--- src/rtl/rom_lookup_sched.sv ---
// rom_lookup_sched: two-lane round-robin scheduler in front of a dual-port ROM with id tracking.
// Optional statistics counters are enabled with ROM_LOOKUP_SCHED_STATS_EN.
module rom_lookup_sched #(
  parameter int NREQ    = 4,
  parameter int MXADRB  = 12,
  parameter int MXDATB  = 9,
  parameter int ROM_LAT = 2,
  parameter int IDW     = 3
) (
  input  logic                     clk,
  input  logic                     rst,
  input  logic [NREQ-1:0]          req_valid,
  input  logic [NREQ*MXADRB-1:0]   req_addr,
  output logic [NREQ-1:0]          req_ready,
  output logic [MXADRB-1:0]        rom_addra,
  output logic [MXADRB-1:0]        rom_addrb,
  input  logic [MXDATB-1:0]        rom_douta,
  input  logic [MXDATB-1:0]        rom_doutb,
  output logic                     res_valid_a,
  output logic [IDW-1:0]           res_id_a,
  output logic [MXDATB-1:0]        res_data_a,
  output logic                     res_valid_b,
  output logic [IDW-1:0]           res_id_b,
  output logic [MXDATB-1:0]        res_data_b
`ifdef ROM_LOOKUP_SCHED_STATS_EN
  ,
  output logic [31:0]              stat_grants,
  output logic [31:0]              stat_stalls
`endif
);
  logic [IDW-1:0] rr, rr_nxt, gid_a, gid_b, last;
  logic ga, gb;
  logic iva, ivb;
  logic [IDW-1:0] ida, idb;
  logic [ROM_LAT-1:0] vpa, vpb;
  logic [ROM_LAT-1:0][IDW-1:0] ipa, ipb;
  int idx;
  // scan from rr; first valid channel takes lane A, second takes lane B
  always_comb begin
    req_ready = '0;
    ga = 1'b0;
    gb = 1'b0;
    gid_a = '0;
    gid_b = '0;
    idx = 0;
    for (int k = 0; k < NREQ; k++) begin
      idx = int'(rr) + k;
      idx = idx >= NREQ ? idx - NREQ : idx;
      if (!rst && req_valid[idx] && !gb) begin
        req_ready[idx] = 1'b1;
        if (!ga) begin
          ga = 1'b1;
          gid_a = IDW'(idx);
        end else begin
          gb = 1'b1;
          gid_b = IDW'(idx);
        end
      end
    end
    last = gb ? gid_b : gid_a;
    rr_nxt = !ga ? rr : (last == IDW'(NREQ - 1)) ? '0 : last + 1'b1;
  end
  always_ff @(posedge clk) begin
    if (rst) begin
      rr <= '0;
      rom_addra <= '0;
      rom_addrb <= '0;
      iva <= 1'b0;
      ivb <= 1'b0;
      ida <= '0;
      idb <= '0;
      vpa <= '0;
      vpb <= '0;
      ipa <= '0;
      ipb <= '0;
    end else begin
      rr <= rr_nxt;
      if (ga) rom_addra <= req_addr[gid_a*MXADRB +: MXADRB];
      if (gb) rom_addrb <= req_addr[gid_b*MXADRB +: MXADRB];
      iva <= ga;
      ivb <= gb;
      ida <= gid_a;
      idb <= gid_b;
      vpa[0] <= iva;
      vpb[0] <= ivb;
      ipa[0] <= ida;
      ipb[0] <= idb;
      for (int i = 1; i < ROM_LAT; i++) begin
        vpa[i] <= vpa[i-1];
        vpb[i] <= vpb[i-1];
        ipa[i] <= ipa[i-1];
        ipb[i] <= ipb[i-1];
      end
    end
  end
  assign res_valid_a = vpa[ROM_LAT-1];
  assign res_valid_b = vpb[ROM_LAT-1];
  assign res_id_a = ipa[ROM_LAT-1];
  assign res_id_b = ipb[ROM_LAT-1];
  assign res_data_a = rom_douta;
  assign res_data_b = rom_doutb;
`ifdef ROM_LOOKUP_SCHED_STATS_EN
  logic [32:0] gsum;
  logic stall;
  assign gsum = {1'b0, stat_grants} + 33'(ga) + 33'(gb);
  assign stall = |(req_valid & ~req_ready);
  always_ff @(posedge clk) begin
    if (rst) begin
      stat_grants <= '0;
      stat_stalls <= '0;
    end else begin
      stat_grants <= gsum[32] ? '1 : gsum[31:0];
      stat_stalls <= (stall && !(&stat_stalls)) ? stat_stalls + 1 : stat_stalls;
    end
  end
`endif
endmodule
--- config.mk ---
export PLATFORM = sky130hd
export DESIGN_NAME = rom_lookup_sched
export DESIGN_NICKNAME = d
export VERILOG_FILES = /design/src/rtl/rom_lookup_sched.sv
export SDC_FILE = /design/constraint.sdc
export NUM_CORES = 1
export LEC_CHECK = 0
export ABC_AREA = 1
export CORE_UTILIZATION = 40
export CTS_BUF_LIST = sky130_fd_sc_hd__clkbuf_16
export DETAILED_ROUTE_END_ITERATION = 8
export GPL_ROUTABILITY_DRIVEN = 0
export HOLD_SLACK_MARGIN = 0.05
export MAX_ROUTING_LAYER = met4
export PLACE_DENSITY = 0.79
export SETUP_SLACK_MARGIN = 0.1
export SYNTH_ARGS = -nofsm -noshare
export SYNTH_HDL_FRONTEND = slang
export SYNTH_SLANG_ARGS = --single-unit
--- constraint.sdc ---
create_clock -name clk -period 2.8 [get_ports clk]
set_input_delay 0.42 -clock clk [delete_from_list [all_inputs] [get_ports clk]]
set_output_delay 0.42 -clock clk [all_outputs]
set_load 0.05 [all_outputs]
# Word level (Yosys, flattened, before mapping)
# Cells that the tools add are included.
[word_totals] word_cells=107 register_bits=51 out_inout_bits=54 inputBits=72
[classes] n_shift=2 bitwise_logic=3 mux=53 n_addsub=8 n_eq_ne=1 n_reduce_logical=13 n_lt_le_gt_ge=12 multipliers=2
[ops] operator="greater-or-equal comparator 32 x 1 -> 1 bit, second input constant" n=4
[ops] operator="less-than comparator 32 x 4 -> 1 bit, second input constant" n=4
[ops] operator="two-way mux 32 bit" n=4
[ops] operator="indexed part select 48 x 8 -> 12 bit" n=2
[ops] operator="two-way mux 3 bit" n=15
[ops] operator="two-way mux 1 bit" n=22
[ops] operator="two-way mux 4 bit" n=4
[ops] operator="subtractor 4 x 3 -> 5 bit, second input constant" n=3
[ops] operator="greater-or-equal comparator 4 x 3 -> 1 bit, second input constant" n=3
[ops] operator="OR 4 bit" n=3
[ops] operator="logical AND 1 bit" n=10
[ops] operator="multiplier 3 x 2 -> 5 bit, second input constant" n=2
[ops] operator="adder 3 x 2 -> 4 bit, second input constant" n=2
[ops] operator="binary-select mux 1 bit (select 2 bit)" n=4
[ops] operator="demux 1 bit (select 2 bit)" n=4
[ops] operator="adder 3 x 1 -> 4 bit, second input constant" n=1
[ops] operator="subtractor 3 x 3 -> 4 bit, second input constant" n=1
[ops] operator="adder 3 x 1 -> 3 bit, second input constant" n=1
[ops] operator="equality test 3 x 2 -> 1 bit, second input constant" n=1
[ops] operator="greater-or-equal comparator 3 bit, second input constant" n=1
[ops] operator="zero test 1 bit" n=3

# Longest topological paths before layout
[logic_depth] word_depth=18 depth_mapped=20 ltp_nobuf=18

# Worst setup path after synthesis
# No wires, ideal clock.
[synth_timing] kind="flip-flop to flip-flop" start="register rr[0]" end="register rr[1]" path_buffers=2 required_ns=2.678 setup_time_ns=0.122 t_arrival_ns=2.620 stages_incl_launch_ff=17 path_slack_ns=0.059 synth_period_minus_slack_ns=2.741 cell_sequence="dfxtp_1 > buf_4 > inv_6 > ha_1 > inv_1 > nand3_1 > nand3_4 > nand2_4 > a21oi_4 > nand2_4 > nand2_4 > nand2_4 > buf_6 > o21ai_1 > ha_1 > o21ai_0 > a21oi_1"
[synth_via] elab_chain_len=18 elab_cells_between_ends=62 cone_classes="add/sub (8); order compare (4); eq/ne (1); mux (41); reduce/logical (8)"
[synth_rtl] element="from (decl)" line_no="31" source="logic [IDW-1:0] rr, rr_nxt, gid_a, gid_b, last;"
[synth_rtl] element="from (signal assigned)" line_no="77" source="rr <= rr_nxt;"
[synth_rtl] element="parallel branches: the longest is 18 deep, another holds subtractor 4 x 3 -> 5 bit"
# Several ways; the timed one is not identified. The select of a mux whose other input is x is not followed.
# A chain may end at the register's enable or synchronous reset.

# Worst setup path after layout
[layout_timing] start="input port rst" end="output port req_ready[0]"
[layout_via] elab_chain_len=11 elab_cells_between_ends=22 cone_classes="mux (10); bitwise (3); reduce/logical (9)"
[layout_rtl] element="from (decl)" line_no="11" source="input logic rst,"
[layout_rtl] element="zero test 1 bit (*)" line_no="49" source="if (!rst && req_valid[idx] && !gb) begin"
[layout_rtl] element="logical AND 1 bit" line_no="49"
[layout_rtl] element="two-way mux 1 bit" line_no="49"
[layout_rtl] element="two-way mux 1 bit" line_no="51" source="if (!ga) begin"
[layout_rtl] element="two-way mux 1 bit" line_no="49"
[layout_rtl] element="zero test 1 bit" line_no="49"
[layout_rtl] element="logical AND 1 bit" line_no="49"
[layout_rtl] element="two-way mux 1 bit" line_no="49"
[layout_rtl] element="zero test 1 bit" line_no="49"
[layout_rtl] element="logical AND 1 bit" line_no="49"
[layout_rtl] element="two-way mux 4 bit (*)" line_no="49"
[layout_rtl] element="to (decl)" line_no="14" source="output logic [NREQ-1:0] req_ready,"
# Mark *: on every way between the ends. The rest lies on a longest branch, timed or not.

==> results_dict.tcl <==
set metrics [dict create \
    power_leakage_nw 1.92 \
    fmax_ghz 0.378 \
    min_period_ps 2650 \
    drc 0 \
    path_cells "clkdlybuf4s50_1, inv_4, nand3_2, buf_4, nand2_4, a21oi_4, nand2_4, inv_4, nand3_1, nand4_1, buf_12" \
    grt_max_degree 42 \
    ys_warn_count 0 \
    clkSinkCount 51 \
    grt_pass1_wl_um 15400 \
    area_growth_pct 34.3 \
    initial_core_util_pct 42.1 \
    htree_levels 2 \
    cp_slowest_cell "clkdlybuf4s50_1" \
    synth_top_cell_area_share_pct 30.7 \
    avgRoutedWirePerCell_um 14.5 \
    die_area_mm2 0.00867 \
    syn_inst 498 \
    syn_area_mm2 0.00332 \
    critPathLaunchType "input port" \
    post-dp-hpwl_um 6830 \
    cts_made_buffers 5 \
    fill_cells 733 \
    cpPeakStageDelay_ps 550 \
    drive_gt1_share_pct 13.6 \
    tightest_slew_ps 557 \
    portBuffers 89 \
    status "finished clean" \
    ir_drop_v 0.000783 \
    row_count 32 \
    min-delay-start "idb[1]" \
    die_h_um 93.1 \
    slew_violations 0 \
    rsz0062_at_grt "no" \
    clockBufferDepth 2 \
    drv_cap 0 \
    die_w_um 93.1 \
    hp-class "flip-flop to flip-flop" \
    seq_area_frac_synth_pct 30.7 \
    cts_tree "built" \
    cp-end-kind "primary output" \
    hold_buffers 0 \
    syn_nets 581 \
    crit_arrival_ps 2230 \
    grt_overflow 0 \
    tns_ps 0 \
    synth_top_area_cell "dfxtp_1" \
    drtIter0Drc 299 \
    top_regs "rom_addra: 12 flops, rom_addrb: 12 flops" \
    synth_seq_cells 51 \
    setup_viol_count_final 0 \
    wl_um 9790 \
    io_pins 126 \
    clock_skew_ps 3.58 \
    crit_fanout 8 \
    synth_area_leaders "dfxtp_1 (31%), nand3_1 (22%), nand2_1 (13%)" \
    relSlewSlack_pct 62.7 \
    grt_pass1_vias 3419 \
    nets 655 \
    fp.coreArea_mm2 0.00789 \
    cts.clk_slew.worst_paths_ps 60 \
    hold_violations 0 \
    regToRegStartpoint "rr[0]" \
    hold_depth 2 \
    synth_cell_type_count 27 \
    root_buffer "clkbuf_16" \
    finish.utilization_pct 56.5 \
    vias 3627 \
    worstRegToRegCells 15 \
    drt_pass1_iterations 5 \
    power-per-cell-area_mw_per_mm2 1380 \
    finalCritPeriodShare_pct 94.5 \
    crit_type "input port to primary output" \
    antenna_found_initial 0 \
    antenna_cells 0 \
    vias_per_cell 5.37 \
    insertion_delay_ps 290 \
    cp-startpoint "rst" \
    avgSynthCellArea_um2 6.67 \
    cp_data_required_time_ps 2380 \
    ant_nets 0 \
    track_usage_pct 22.7 \
]
-- through the flow --
step	total power [mW]	cells	hold slack, ps	setup slack, ps	instance area [µm²]
floorplan	4.23	498	388	120	3330
global placement	5.28	663	389	157	4230
detailed placement	5.39	663	392	93.4	4230
CTS	6.04	673	401	135	4390
global route	6.61	675	418	77.7	4460
finish	6.15	675	400	153	4460
-- routing by layer --
metal / GRT usage (%) / wire length [µm]
met5: - / 0
met4: 9.10 / 151
met3: 4.23 / 808
met2: 37.1 / 4710
met1: 27.7 / 4130
-- where the power goes --
part | leakage (nW) | internal [mW] | switching (mW)
clock | 0.0674 | 0.330 | 0.265
sequential | 0.421 | 0.938 | 0.0918
combinational | 1.43 | 1.63 | 2.89
total | 1.92 | 2.90 | 3.25
-- cells in the final DEF (no fill, tap or decap) --
master	Yosys	final
clkinvlp_4	0	1
inv_2	7	7
nand2_2	7	8
buf_4	31	26
nand3_1	145	140
inv_4	0	2
a21oi_2	1	1
clkinv_4	0	1
inv_6	1	1
dfxtp_4	0	1
nor2_4	3	3
clkbuf_16	0	5
buf_12	0	4
nand2_4	4	4
nor3_1	2	2
nor2_1	22	22
nand2_1	117	116
o21ai_1	1	1
inv_1	26	25
buf_6	2	2
o21ai_0	6	6
nor2_2	1	1
a21oi_4	1	1
dlymetal6s2s_1	0	1
nand4_1	6	6
ha_1	11	10
nand3_2	3	8
ha_4	0	1
nand3_4	1	1
dfxtp_1	51	50
clkinv_1	0	1
a21oi_1	30	30
o221ai_1	1	1
clkdlybuf4s50_1	0	84
-- worst max-delay path: cells and delay by family --
family,cells,cell delay (ps)
AND/OR/NAND/NOR,5,530
AO/OA/AOI/OAI,1,220
buffers and inverters,5,1050
-- Yosys cell counts (all sizes together) --
cell / number
a21oi: 32
o221ai: 1
nand2: 128
ha: 11
inv: 34
dfxtp: 51
nor3: 2
clkbuf: 5
buf: 45
o21ai: 7
nand4: 6
nand3: 149
clkinv: 1
nor2: 26
-- kinds of logic after synthesis --
group                      count (synthesis)  share of synthesized area, %
adders and majority gates                 11                          4.14
buffers and inverters                     85                          14.2
AOI/OAI and AO/OA                         40                          6.59
DFF                                       51                          30.7
and+or+nand+nor                          311                          44.3
-- final timing paths --
path / to / slack, ps
worst max-delay path: req_ready[0] / 150
worst min-delay path: ipb[1] / 400
worst max register to register: rr[1] / 320
worst min register to register: ipb[1] / 400
-- area by class of cell --
type	instances	area [µm²]	share of cell area [%]
clock buffers	5	125	2.81
clock inverters	3	20.0	0.449
inverters	35	141	3.17
repair buffers	117	1150	25.8
well taps	102	128	2.86
flip-flops and latches	51	1020	23.0
multi-input cells	362	1870	41.9
-- timing repair --
action,4_1_cts,5_1_grt
endpoints found under the setup margin,4,7
pin swaps,1,3
setup buffers,2,2
resized for setup,3,12
Power figures use the tool's default switching activity.
